## config.mk

```make
export PLATFORM = sky130hd
export DESIGN_NAME = irq_ctrl
export DESIGN_NICKNAME = d
export VERILOG_FILES = /design/src/rtl/irq_ctrl_pkg.sv /design/src/rtl/irq_prio_enc.sv /design/src/rtl/irq_ctrl.sv
export SDC_FILE = /design/constraint.sdc
export NUM_CORES = 1
export LEC_CHECK = 0
export CAP_MARGIN = 40
export CORE_MARGIN = 2
export CORE_UTILIZATION = 35
export CTS_CLUSTER_DIAMETER = 100
export DETAILED_ROUTE_END_ITERATION = 7
export PLACE_DENSITY = 0.68
export SYNTH_ARGS = -nofsm -noshare
export SYNTH_HDL_FRONTEND = slang
export SYNTH_SLANG_ARGS = --single-unit
export TNS_END_PERCENT = 10
```

## constraint.sdc

```tcl
create_clock -name clk -period 3 [get_ports clk]
set_input_delay 0.3 -clock clk [delete_from_list [all_inputs] [get_ports clk]]
set_output_delay 0.3 -clock clk [all_outputs]
set_load 0.01 [all_outputs]
```

## src/rtl/irq_ctrl_pkg.sv

```systemverilog
// Shared definitions for the interrupt controller: FSM state encodings and widths.
package irq_ctrl_pkg;

  localparam int VEC_W = 16;
  localparam int IDX_W = 4;

  typedef enum logic [1:0] {
    ST_IDLE       = 2'b00,
    ST_ASSERT     = 2'b01,
    ST_IN_SERVICE = 2'b10
  } state_e;

endpackage

```

## src/rtl/irq_prio_enc.sv

```systemverilog
// Lowest-index-first priority encoder over the grantable request set.
module irq_prio_enc
  import irq_ctrl_pkg::*;
#(
  parameter int NUM_SRC = 4
) (
  input  logic [NUM_SRC-1:0] req_i,
  output logic               valid_o,
  output logic [IDX_W-1:0]   idx_o
);

  // Scan from the top down so the last hit, the lowest index, wins.
  always_comb begin
    valid_o = 1'b0;
    idx_o   = '0;
    for (int i = NUM_SRC - 1; i >= 0; i--) begin
      if (req_i[i]) begin
        valid_o = 1'b1;
        idx_o   = IDX_W'(i);
      end
    end
  end

endmodule

```

## src/rtl/irq_ctrl.sv

```systemverilog
// Edge-latching, maskable interrupt controller issuing a fixed-length pulse plus vector.
// Define IRQ_SYNC_EN to put a 2-flop synchronizer in front of the edge detector.
module irq_ctrl
  import irq_ctrl_pkg::*;
#(
  parameter int               NUM_SRC      = 4,
  parameter int               PULSE_CYCLES = 3,
  parameter logic [VEC_W-1:0] VEC_BASE     = 16'h0000
) (
  input  logic               clk,
  input  logic               reset,
  input  logic [NUM_SRC-1:0] irq_src,
  input  logic [NUM_SRC-1:0] irq_mask,
  input  logic               rti,
  output logic               interupt,
  output logic [VEC_W-1:0]   int_vector,
  output logic [NUM_SRC-1:0] int_pending,
  output logic               busy
);

  localparam int               CNT_W    = (PULSE_CYCLES > 1) ? $clog2(PULSE_CYCLES) : 1;
  localparam logic [CNT_W-1:0] CNT_LOAD = CNT_W'(PULSE_CYCLES - 1);

  state_e             state_q, state_d;
  logic [CNT_W-1:0]   cnt_q, cnt_d;
  logic [VEC_W-1:0]   vec_q, vec_d;
  logic [NUM_SRC-1:0] pend_q, pend_d;
  logic [NUM_SRC-1:0] prev_q;
  logic [NUM_SRC-1:0] src_eff;
  logic [NUM_SRC-1:0] rise;
  logic [NUM_SRC-1:0] clr;
  logic               gnt_valid;
  logic [IDX_W-1:0]   gnt_idx;

`ifdef IRQ_SYNC_EN
  logic [NUM_SRC-1:0] sync1_q, sync2_q;

  always_ff @(posedge clk or posedge reset) begin
    if (reset) begin
      sync1_q <= '0;
      sync2_q <= '0;
    end else begin
      sync1_q <= irq_src;
      sync2_q <= sync1_q;
    end
  end

  assign src_eff = sync2_q;
`else
  assign src_eff = irq_src;
`endif

  // History resets to 0 so a line already high out of reset yields one request.
  assign rise = src_eff & ~prev_q;

  irq_prio_enc #(
    .NUM_SRC (NUM_SRC)
  ) u_prio (
    .req_i   (pend_q & ~irq_mask),
    .valid_o (gnt_valid),
    .idx_o   (gnt_idx)
  );

  always_comb begin
    state_d = state_q;
    cnt_d   = cnt_q;
    vec_d   = vec_q;
    clr     = '0;
    unique case (state_q)
      ST_IDLE: begin
        if (gnt_valid) begin
          vec_d   = VEC_BASE + VEC_W'(gnt_idx);
          clr     = NUM_SRC'(1) << gnt_idx;
          cnt_d   = CNT_LOAD;
          state_d = ST_ASSERT;
        end
      end
      ST_ASSERT: begin
        if (cnt_q == '0) state_d = ST_IN_SERVICE;
        else             cnt_d   = cnt_q - CNT_W'(1);
      end
      ST_IN_SERVICE: begin
        if (rti) state_d = ST_IDLE;
      end
      default: state_d = ST_IDLE;
    endcase
    // A fresh rise on the bit being granted this cycle keeps it pending.
    pend_d = (pend_q & ~clr) | rise;
  end

  always_ff @(posedge clk or posedge reset) begin
    if (reset) begin
      state_q <= ST_IDLE;
      cnt_q   <= '0;
      vec_q   <= VEC_BASE;
      pend_q  <= '0;
      prev_q  <= '0;
    end else begin
      state_q <= state_d;
      cnt_q   <= cnt_d;
      vec_q   <= vec_d;
      pend_q  <= pend_d;
      prev_q  <= src_eff;
    end
  end

  assign interupt    = (state_q == ST_ASSERT);
  assign busy        = (state_q != ST_IDLE);
  assign int_vector  = vec_q;
  assign int_pending = pend_q;

endmodule

```

==> results of run 1 <==
==> cell usage after synthesis (2+ instances only) <==
cell type  instances
buf_4             14
dfrtp_1           14
inv_1              8
nand2_1            2
nand2b_1           4
nor2_1             2
nor2b_1            2
nor2b_4            2
o21ai_0            8
o31ai_1            2
==> report_power, final <==
group	internal, µW	switching, µW	leakage, µW
registers	255	49.7	0.000158
logic	240	200	0.000270
clock network	46.3	51.9	0.0000138
total	541	301	0.000442
==> flip-flops by register name, indices dropped and copies added, names as in the netlist <==
name         count
cnt_q            2
int_vector       2
prev_q           4
state_q          2
int_pending      4
==> kinds of logic after synthesis <==
logic type               after synthesis
AND/OR/NAND/NOR                       16
other                                  1
flip-flops                            14
AO/OA/AOI/OAI                         18
adder cells (fa/ha/maj)                1
buffers and inverters                 23
==> worst min path at each step <==
stage          startpoint             end  cells after the start
6_report            reset       prev_q[2]                      2
5_1_grt             reset       prev_q[1]                      2
4_1_cts             reset       prev_q[2]                      2
3_5_place_dp    prev_q[2]  int_pending[2]                      1
3_3_place_gp    prev_q[1]  int_pending[1]                      1
2_1_floorplan       reset        cnt_q[0]                      1
==> worst max-delay path, delay by kind of cell (launching register included) <==
family / cells / cell delay (ns)
buffers and inverters: 1 / 0.53
DFF: 1 / 0.44
and+or+nand+nor: 1 / 0.25
==> metrics by stage <==
| stage | instances | area, µm² | setup WS [ns] |
|---|---|---|---|
| after floorplan | 86 | 817 | 1.84 |
| after global placement | 117 | 926 | 1.48 |
| after detailed placement | 117 | 926 | 1.43 |
| after CTS | 120 | 948 | 1.21 |
| after global routing | 120 | 948 | 1.16 |
| final | 120 | 948 | 1.22 |
==> layer usage <==
metal,routed length [µm],share of wire [%],up-vias
li1,-,-,252
met1,473,42,252
met2,573,50,27
met3,82,7.2,2
met4,10,0.88,0
met5,0,0,-
==> final cells by class <==
cell class,count,area [µm²]
Sequential cell,14,350
Timing Repair Buffer,18,180
Inverter,9,36.3
Tap cell,27,33.8
Fill cell,205,1070
Clock buffer,3,22.5
Multi-Input combinational cell,49,325
==> results by group, run 1 <==
Critical path
  – Slowest cell on the critical path: clkdlybuf4s50_1
  – Critical Path Sink Type: output port
  – Crit. Startpoint: state_q[1]
  – Worst r2r src: cnt_q[0]
  – Max incr delay on CP: 0.53 ns
  – Startpoint Class: flip-flop
  – R2R Setup Slk: roughly 1.8 ns
  – Crit Path Category: reg2out
  – CP Data Required Time: 2.70 ns
  – Reg2reg end: cnt_q[0]
  – Max FO, Critical Path: 4
  – Worst R2R Path Depth: 5
  – Data arrival time of the critical path: approximately 1.5 ns
  – Crit path cell chain: and2b_2, clkdlybuf4s50_1
  – Critical path endpoint: interupt

Run status
  – Status: complete, no violations

Final layout
  – Fin util: a little under half
  – P&R area growth vs syn: 23.5%
  – Commonest non-fill, non-tap cell in the layout: clkdlybuf4s50_1
  – Antenna Cells: 0
  – Layout cells sized above 1: 11.8%
  – Nets: roughly 110
  – Most frequent cells in the layout: clkdlybuf4s50_1 (18), conb_1 (14), dfrtp_1 (14)

Route
  – Drc violations: 0
  – Routed WL per cell: about 9.5 µm
  – Initial DRC count: 6
  – Via Count: roughly 530
  – Drt total wl: 1.14 mm
  – DR pass1 iterations: 5
  – Via density: about 4.4
  – Post-route ant nets: 0

Synthesis
  – Seq cells post-synth: 14
  – Yosys top cell area share: between 40 and 50%
  – Main combinational cell family by area after synthesis: compound AO/OA/AOI/OAI gates
  – Synth Area in Adders: under 10%
  – Post-synth EDFFs: 0
  – Largest area contributor in the netlist: dfrtp_1
  – Synth warnings: 0
  – Post-synthesis simple-gate area fraction: 15.3%
  – Unique masters post-synth: 25
  – Synth Flop Type: dfrtp_1
  – Syn avg cell area: roughly 11 µm²
  – Synth Instances: 73
  – Post-Synth XOR/XNOR Area: 0%
  – Post-synthesis mux area share: 0%
  – Sequential-to-total area share from yosys stat: 45.6%
  – FFs w/ async S/R, synth: 100%
  – Synth area leaders: dfrtp_1 (46%), buf_4 (14%), o21ai_0 (5.2%)
  – Synthesized area: roughly 770 µm²
  – Synth Area in Compound Gates: 18.6%

STA
  – Final setup vio count: 0
  – Hold Slack: 0.360 ns
  – Final Cycle Share: around three fifths
  – RSZ-0062 raised after global routing: no
  – Setup TNS: 0 ns
  – Worst-margin pin slew: around 0.5 ns
  – FMAX: approximately 560 MHz
  – Relative slew slack: between 60 and 70%
  – Clk_skew: around 0.0015 ns
  – Post-layout min period: about 1.8 ns
  – Final number of hold-violating endpoints: 0
  – Max Slew Vio Count: 0

Global route
  – Total Routing Usage GR: 10.5%
  – Vias in the first global route: 502
  – Busiest metal layer after global routing: met2
  – Global route total overflow: 0
  – First-pass GRT wire length: a little over 2 mm
  – Routing usage on met3: ~1.8%
  – GRT met2 Usage: about a fifth
  – GR Util met1: 12.2%
  – Largest net degree at the start of global routing: 15
  – Initial antenna violation count: 0

Pwr
  – Power Density: 888 mW/mm²
  – Tot Pwr: 842 µW
  – Max IR drop VDD: between 0.0004 and 0.0005 V
  – Pleak: approximately 0.00044 µW

Clocking
  – CTS max path bufs: 2
  – H-tree levels: 1
  – Cts bufs inserted: 3
  – Clk sinks: 14
  – Root Driver: clkbuf_4
  – Hold buffers post-CTS: 0
  – Post-CTS Setup Bufs: 0
  – CTS tree: built
  – Worst-path clk slew: about 0.070 ns
  – Clock Latency Late Sink: roughly 0.26 ns
  – Gates resized, CTS repair: 0

Floorplan
  – Initial core utilization: between 30% and 40%
  – Std cell rows: 16
  – IO Count: 33
  – Die Span Y: about 51 µm
  – Core box area: ~0.002 mm²
  – Die width: around 51 µm
  – DIE AREA: roughly 0.0026 mm²

Flow run
  – Max Cap Viol: 0

Min path
  – Hold Path Class: in2async

Placement
  – Hpwl dp: 948 µm
  – GPL Wtd Cong: ~0.7
  – IO Port Bufs: 18
Note: power is estimated with default switching activity, not from simulation.
==> run 2, diff against run 1 <==
- PLACE_DENSITY: 0.68 -> 0.71
- clock period: 3 -> 1.55 ns (I/O delays scaled with it)
==> run 2 against run 1 <==
  * Worst setup slack got worse by 1.1 ns
  * Power rose by 100%
  * Clock-buffer cell count rose by 1
  * Wire length rose by 2.1%
  * Cell count rose by 1.7%
  * Non-clock buffer count rose by 1
  * Critical path depth rose by 1
  * Core utilization rose by 0.99 points
  * Worst hold slack got worse by 0.16 ns
  * First-iteration DRC count did not move
  * Critical endpoint is now busy
  * Largest cell class unchanged
  * Largest power group unchanged
==> results by group, run 2 (same netlist as run 1, synthesis figures left out) <==
Placement
  – Pre-CTS WS: ~0.10 ns
  – Hpwl dp: 914 µm
  – Cells after DPL: between 100 and 150
  – GPL Wtd Cong: about 0.76
  – IO Port Bufs: 18

Pwr
  – Clock share of power: about 15%
  – Switch Pwr: approximately 600 µW
  – Register share of total power: about a third
  – P_int: 1090 µW
  – Switching share of power: between 30 and 40%
  – Power Density: approximately 1800 mW/mm²
  – Max IR drop VDD: between 0.0009 and 0.001 V
  – Gate power share: ~50%
  – Pleak: roughly 0.00046 µW

Global route
  – Total Routing Usage GR: approximately a tenth
  – Largest net degree at the start of global routing: 15
  – First-pass GRT wire length: approximately 1.9 mm
  – Global route total overflow: 0
  – Initial antenna violation count: 0
  – Vias in the first global route: roughly 450

Critical path
  – Slowest cell on the critical path: dfrtp_2
  – Data arrival time of the critical path: 1.26 ns
  – Startpoint Class: flip-flop
  – CP delay by family, top: flip-flops
  – CP Data Required Time: between 1 and 1.5 ns
  – Worst path bufs/invs: 2
  – Crit path cell chain: nor2_4, inv_4, dlygate4sd2_1
  – Max FO, Critical Path: 6
  – Max incr delay on CP: ~0.43 ns
  – Worst r2r src: cnt_q[1]
  – Critical Path Sink Type: output port
  – Crit Path Category: reg2out
  – Crit. Startpoint: state_q[1]

STA
  – Final worst setup slack: 0.140 ns
  – Final number of hold-violating endpoints: 0
  – Setup TNS: 0 ns
  – Hold Slack: around 0.2 ns
  – Max Slew Vio Count: 0
  – Final setup vio count: 0
  – Relative slew slack: 66.0%
  – FMAX: ~710 MHz
  – Post-layout min period: 1.41 ns
  – Final Cycle Share: 91.0%
  – RSZ-0062 raised after global routing: no
  – Worst-margin pin slew: 0.510 ns
  – Clk_skew: between 0.006 and 0.007 ns

Final layout
  – Non-Filler Instances: approximately 120
  – P&R area growth vs syn: 26.1%
  – Most frequent cells in the layout: clkdlybuf4s50_1 (16), conb_1 (14), dfrtp_1 (13)
  – Nets: around 110
  – Commonest non-fill, non-tap cell in the layout: clkdlybuf4s50_1
  – Antenna Cells: 0
  – Layout cells sized above 1: roughly 15%

Floorplan
  – Initial core utilization: a little under two fifths
  – DIE AREA: 0.00259 mm²
  – Die Span Y: around 51 µm
  – IO Count: 33
  – Core box area: between 0.002 and 0.0025 mm²
  – Die width: between 50 and 60 µm
  – Std cell rows: 16

Route
  – Drt total wl: between 1 and 1.5 mm
  – Initial DRC count: 6
  – Post-route ant nets: 0
  – Via Count: between 500 and 600
  – Routed WL per cell: between 9 and 10 µm
  – Drc violations: 0
  – Via density: between 4 and 5
  – DR pass1 iterations: 4

Clocking
  – CTS max path bufs: 2
  – Cts bufs inserted: 3
  – CTS tree: built
  – Worst-path clk slew: 0.08 ns
  – Clock Latency Late Sink: 0.27 ns
  – Hold buffers post-CTS: 0
  – H-tree levels: 1
  – Clk sinks: 14
  – Root Driver: clkbuf_4

Flow run
  – Max Cap Viol: 0

Min path
  – Hold Path Class: in2async

Run status
  – Status: complete, no violations
run 2: changes by cell type in the layout (fill, tap and decap cells not counted), sizes merged:
cell / change
clkdlybuf4s50: -2
dlygate4sd2: +2
buf: +1
clkbuf: +1
run 2: area by class of cell:
cell class                      instances  area [µm²]
Clock buffer                            4        36.3
Multi-Input combinational cell         49         325
Timing Repair Buffer                   19         185
Inverter                                9        36.3
Fill cell                             199        1050
Sequential cell                        14         352
Tap cell                               27        33.8
run 2: power groups by stage:
| stage | registers [µW] | clock network (µW) | logic [µW] |
|---|---|---|---|
| after CTS | 593 | 263 | 856 |
| after global placement | 595 | 0 | 849 |
| final | 591 | 250 | 854 |
| after detailed placement | 602 | 0 | 858 |
| after floorplan | 617 | 0 | 544 |
| after global routing | 605 | 278 | 940 |
run 2: final timing paths:
kind                                  end  slack [ns]  cells after the start
setup / recovery                     busy        0.14                      3
hold / removal             int_pending[1]        0.20                      2
setup reg to reg                 cnt_q[0]        0.26                      5
hold reg to reg            int_pending[0]        0.42                      1
max in group asynchronous      state_q[1]        0.97                      2
min in group clk                prev_q[1]        0.35                      1
run 2: worst register-to-register path, stage by stage (launching register included):
cell and delay [ns]:
dfrtp_1 0.37, inv_1 0.05, ha_1 0.20, nor3b_2 0.29
nor2_1 0.08, a21bo_1 0.19
run 2: repair_timing:
item	CTS	global route
setup endpoints to repair	2	0
setup buffers	1	0
resized for setup	3	0
run 2: routing by layer:
layer | GRT usage, % | routed length (µm)
met5 | 0 | 0
met4 | 2.70 | 10
met3 | 4.97 | 115
met2 | 15.4 | 487
met1 | 12.4 | 550
run 2: per-stage QoR:
step	cell area (µm²)	utilization (%)	power, µW
6_report	968	47.9	1700
5_1_grt	968	47.9	1820
4_1_cts	968	47.9	1710
3_5_place_dp	926	45.8	1460
3_3_place_gp	926	45.8	1440
2_1_floorplan	817	-	1160
==> edit 1: new RTL, flow settings as in run 1 <==
Add a define of `IRQ_SYNC_EN`.
--- a/src/rtl/irq_ctrl.sv
+++ b/src/rtl/irq_ctrl.sv
@@ -1,5 +1,7 @@
 // Edge-latching, maskable interrupt controller issuing a fixed-length pulse plus vector.
 // Define IRQ_SYNC_EN to put a 2-flop synchronizer in front of the edge detector.
+`define IRQ_SYNC_EN
+
 module irq_ctrl
   import irq_ctrl_pkg::*;
 #(
Behaviour: not the same (a bounded check fails within 4 cycles, from zero or initial values and one cycle with reset high).
==> edit 1 against run 1 <==
Global-route usage is 1.1 points lower. Worst hold slack barely moved. Register-to-register slack lost 20 ps. Sequential cell count grew 8. Largest power group unchanged. Synthesized cell count grew 9.6%. Synthesized area up 26%. Setup slack got worse by 50 ps. Power up 22%. Design area is 23% higher. Routed wire length is 20% higher.
==> edit 1: results (changes against run 1) <==
status=finished, final reports clean (unchanged); sequential fraction of the synthesis area=56.85% (was 45.60%); LEAKAGE=0.0005368 uW (was 0.0004417 uW); Max H-tree Level=1 (unchanged); RePlAce Congestion=0.6843 (was 0.7172); vias in the first global route=541 (was 502); Ant. Diodes=0 (unchanged); first-pass GRT wire length=2304 um (was 2056 um); Syn Area/Cell=12.11 um^2 (was 10.52 um^2); largest net degree at the start of global routing=23 (was 15); port bufs=18 (unchanged); post-synthesis mux area share=0% (unchanged); XOR/XNOR Fraction of Synth Area=0% (unchanged); FFs w/ async S/R, synth=100.0% (unchanged); nets=114 (was 107); Longest Clk Path Bufs=2 (unchanged); max layer used=met4 (unchanged); HP Class=reg -> reg (was in -> async); CP Max Fanout=4 (unchanged); vias=571 (was 533); total CTS buffers=3 (unchanged); Detailed Route Iter0 Violations=3 (was 6); top post-synthesis cells by area=dfrtp_1 57%, buf_4 11%, nor2b_4 2.8%, o41ai_4 2.8%, inv_1 2.7% (was dfrtp_1 46%, buf_4 14%, o21ai_0 5.2%, inv_1 3.9%, nor2b_4 3.6%); post-synthesis compound-gate area fraction=15.12% (was 18.57%); Adder-Cell Fraction of Synth Area=1.292% (was 1.629%); Final HPWL DP=1072 um (was 947.9 um); skew final=2.589 ps (was 1.474 ps); VDD IR-drop max=0.3778 mV (was 0.4193 mV); Avg Vias per Cell=4.326 (was 4.442); total track usage=9.461% (was 10.53%); Detailed Route WL=1366 um (was 1139 um); distinct cell type count after synthesis=26 (was 25); Syn. warnings=0 (unchanged); TritonRoute pass-1 iters=4 (was 5); Gates resized, CTS repair=0 (unchanged); FILL cells=267 (was 205); Clock Latency Late Sink=300 ps (was 260 ps); Worst-path clk slew=110 ps (was 70 ps); Worst-Margin Slew=785.6 ps (was 512.5 ps); Placed Cells=128 (was 117); Post-CTS Setup Bufs=0 (unchanged); Root Buffer=clkbuf_4 (unchanged); Post-synth top cells=22 x dfrtp_1, 14 x buf_4, 7 x inv_1 (was 14 x buf_4, 14 x dfrtp_1, 8 x inv_1, 8 x o21ai_0, 4 x nand2b_1); antenna violations before repair=0 (unchanged); Metal-1 WL=569 um (was 473 um); share of cells above drive strength 1=11.88% (was 11.83%); DR WL met2=676 um (was 573 um); Met3 Routed Length=94 um (was 82 um)
## edit 1: cell count changes after synthesis, sizes merged
cell            run 1  this run
o21a                0         1
o21ai               9         7
o31a                0         1
dfrtp              14        22
inv                 9         8
o22a                0         1
a2bb2oi             1         0
a21boi              1         0
a21oi               1         2
## edit 1: stage by stage
step | hold WS [ps] | setup slack (ps) | area, um^2
after floorplan | 289.2 | 1838 | 1017
after global placement | 331.6 | 1443 | 1131
after detailed placement | 334.7 | 1410 | 1131
after CTS | 361.5 | 1146 | 1167
after global routing | 369.8 | 1110 | 1167
final | 360.6 | 1169 | 1167
## edit 1: cell families after synthesis
group	Yosys count
other cells	1
buf+inv	22
simple gates	16
compound gates	18
flops	22
fa+ha+maj	1
## edit 1: worst paths after layout
kind	startpoint	to	slack, ps	cells after the start
min	sync1_q[0]	src_eff[0]	360	0
min reg2reg	sync1_q[0]	src_eff[0]	360	0
max	state_q[1]	interupt	1170	2
max reg2reg	cnt_q[0]	cnt_q[0]	1740	5
min in group asynchronous	reset	sync1_q[1]	430	2
max in group asynchronous	reset	int_vector[1]	2090	2
## edit 1: worst max-delay path: stages (launching register included)
cell and delay, ps:
dfrtp_1 460, and2b_2 250, clkdlybuf4s50_1 530
## edit 1: layout make-up
type                    instances  area (um^2)  share of cell area, %
clock buffers                   4        36.28                  3.108
inverters                       8        32.53                  2.787
multi-input cells              49        329.1                  28.19
flip-flops and latches         22        550.5                  47.16
well taps                      31        38.79                  3.323
repair buffers                 18        180.2                  15.43
## edit 1: per-layer routing
metal	up-vias	track usage, %
li1	282	-
met1	260	10.96
met2	25	15.45
met5	-	0
met4	0	6.122
met3	4	2.304
## edit 1: power by group
part           internal [uW]  switching (uW)
registers                368            53.6
logic                    244             206
clock network           74.1            84.8
total                    686             345
==> edit 2: new RTL, settings of run 1 <==
Made on the original files. Register the outputs `interupt` and `busy`, cleared by the reset; this adds one clock of latency there. The other outputs are not delayed to match.
--- a/src/rtl/irq_ctrl.sv
+++ b/src/rtl/irq_ctrl.sv
@@ -104,8 +104,15 @@
     end
   end
 
-  assign interupt    = (state_q == ST_ASSERT);
-  assign busy        = (state_q != ST_IDLE);
+  always_ff @(posedge clk or posedge reset) begin
+    if (reset) begin
+      interupt <= '0;
+      busy     <= '0;
+    end else begin
+      interupt <= (state_q == ST_ASSERT);
+      busy     <= (state_q != ST_IDLE);
+    end
+  end
   assign int_vector  = vec_q;
   assign int_pending = pend_q;
 
Function: changed (a bounded check fails within 4 cycles, from zero or initial values and one cycle with reset high).
==> edit 2 against run 1 <==
Setup slack gained 250 ps. Global-route usage grew 0.32 points. Design area grew 6.9%. Core utilization shrank 1.1 points. Sequential cell count grew 2. Synthesized cell count grew 2.7%. Power grew 9.3%. Combinational power shrank 2%. Routed wire length grew 7.5%. Synthesized area grew 6.5%. Critical path depth shrank 1. Register-to-register slack lost 30 ps. Die area grew 6.0%. Via count shrank 0.38%. Critical path type unchanged. Critical endpoint is now int_pending[1].
==> edit 2: results (changes against run 1) <==
status=finished, final reports clean (unchanged); Sw Ratio=34.72% (was 35.79%); Final HPWL DP=961 um (was 947.9 um); M1 GR Usage=13.56% (was 12.17%); crit-path max cell delay=550 ps (was 530 ps); DR WL met2=562 um (was 573 um); post-synthesis cell count=75 (was 73); skew final=0.9378 ps (was 1.474 ps); FFs w/ async S/R, synth=100.0% (unchanged); nets=109 (was 107); GR met2 Demand/Resource=15.63% (was 19.30%); Post-synth top cells=16 x dfrtp_1, 14 x buf_4, 8 x inv_1, 8 x o21ai_0, 4 x nand2b_1 (was 14 x buf_4, 14 x dfrtp_1, 8 x inv_1, 8 x o21ai_0, 4 x nand2b_1); R2R Setup Slk=1730 ps (was 1760 ps); total CTS buffers=3 (unchanged); Metal-1 WL=549 um (was 473 um); GR Layer Usage met3=1.714% (was 1.754%); first-pass GRT wire length=2076 um (was 2056 um); Gates resized, CTS repair=0 (unchanged); LEAKAGE=0.0004714 uW (was 0.0004417 uW); Worst-Margin Slew=595.1 ps (was 512.5 ps); VDD IR-drop max=0.4761 mV (was 0.4193 mV); share of cells above drive strength 1=12.50% (was 11.83%); placement-stage cell area=977.2 um^2 (was 925.9 um^2); Critical Path AT=1230 ps (was 1480 ps); sequential fraction of the synthesis area=48.93% (was 45.60%); Crit. Startpoint=int_pending[1] (was state_q[1]); Detailed Route WL=1224 um (was 1139 um); largest net degree at the start of global routing=17 (was 15); vias=531 (was 533); Setup-failing EPs final=0 (unchanged); critical path endpoint=int_pending[1] (was interupt); Clock Latency Late Sink=290 ps (was 260 ps); Detailed Route Iter0 Violations=3 (was 6); RePlAce Congestion=0.7155 (was 0.7172); r2r worst-path depth=5 (unchanged); Final Non-Filler Cells=124 (was 120); Min Clock Period, post-route=1534 ps (was 1781 ps); Worst-path clk slew=90 ps (was 70 ps); Setup WS pre-CTS=1427 ps (was 1426 ps); smallest hold slack=370.8 ps (was 360.3 ps); vias in the first global route=485 (was 502)
edit 2: cell count changes after synthesis, sizes merged:
| cell | run 1 | this run |
|---|---|---|
| dfrtp | 14 | 16 |
edit 2: cell families (layout without fill, tap and decap cells):
family | count (synthesis) | in the layout | share of synthesized area, %
buffers and inverters | 23 | 31 | 17.28
AOI/OAI and AO/OA | 18 | 18 | 17.43
DFF | 16 | 16 | 48.93
and+or+nand+nor | 16 | 16 | 14.37
adders and majority gates | 1 | 1 | 1.529
other | 1 | 14 | 0.4583
edit 2: power by group through the flow:
stage | Clock (uW) | Combinational (uW) | Sequential [uW]
after floorplan | 0 | 270 | 371
after CTS | 148 | 434 | 350
final | 142 | 430 | 348
after global placement | 0 | 426 | 353
after global routing | 157 | 473 | 362
after detailed placement | 0 | 432 | 355
edit 2: final cells by class:
class,count,area (um^2)
multi-input cells,49,325.3
clock buffers,4,36.28
well taps,28,35.03
flip-flops and latches,16,400.4
fillers,221,1199
inverters,9,36.28
repair buffers,18,180.2
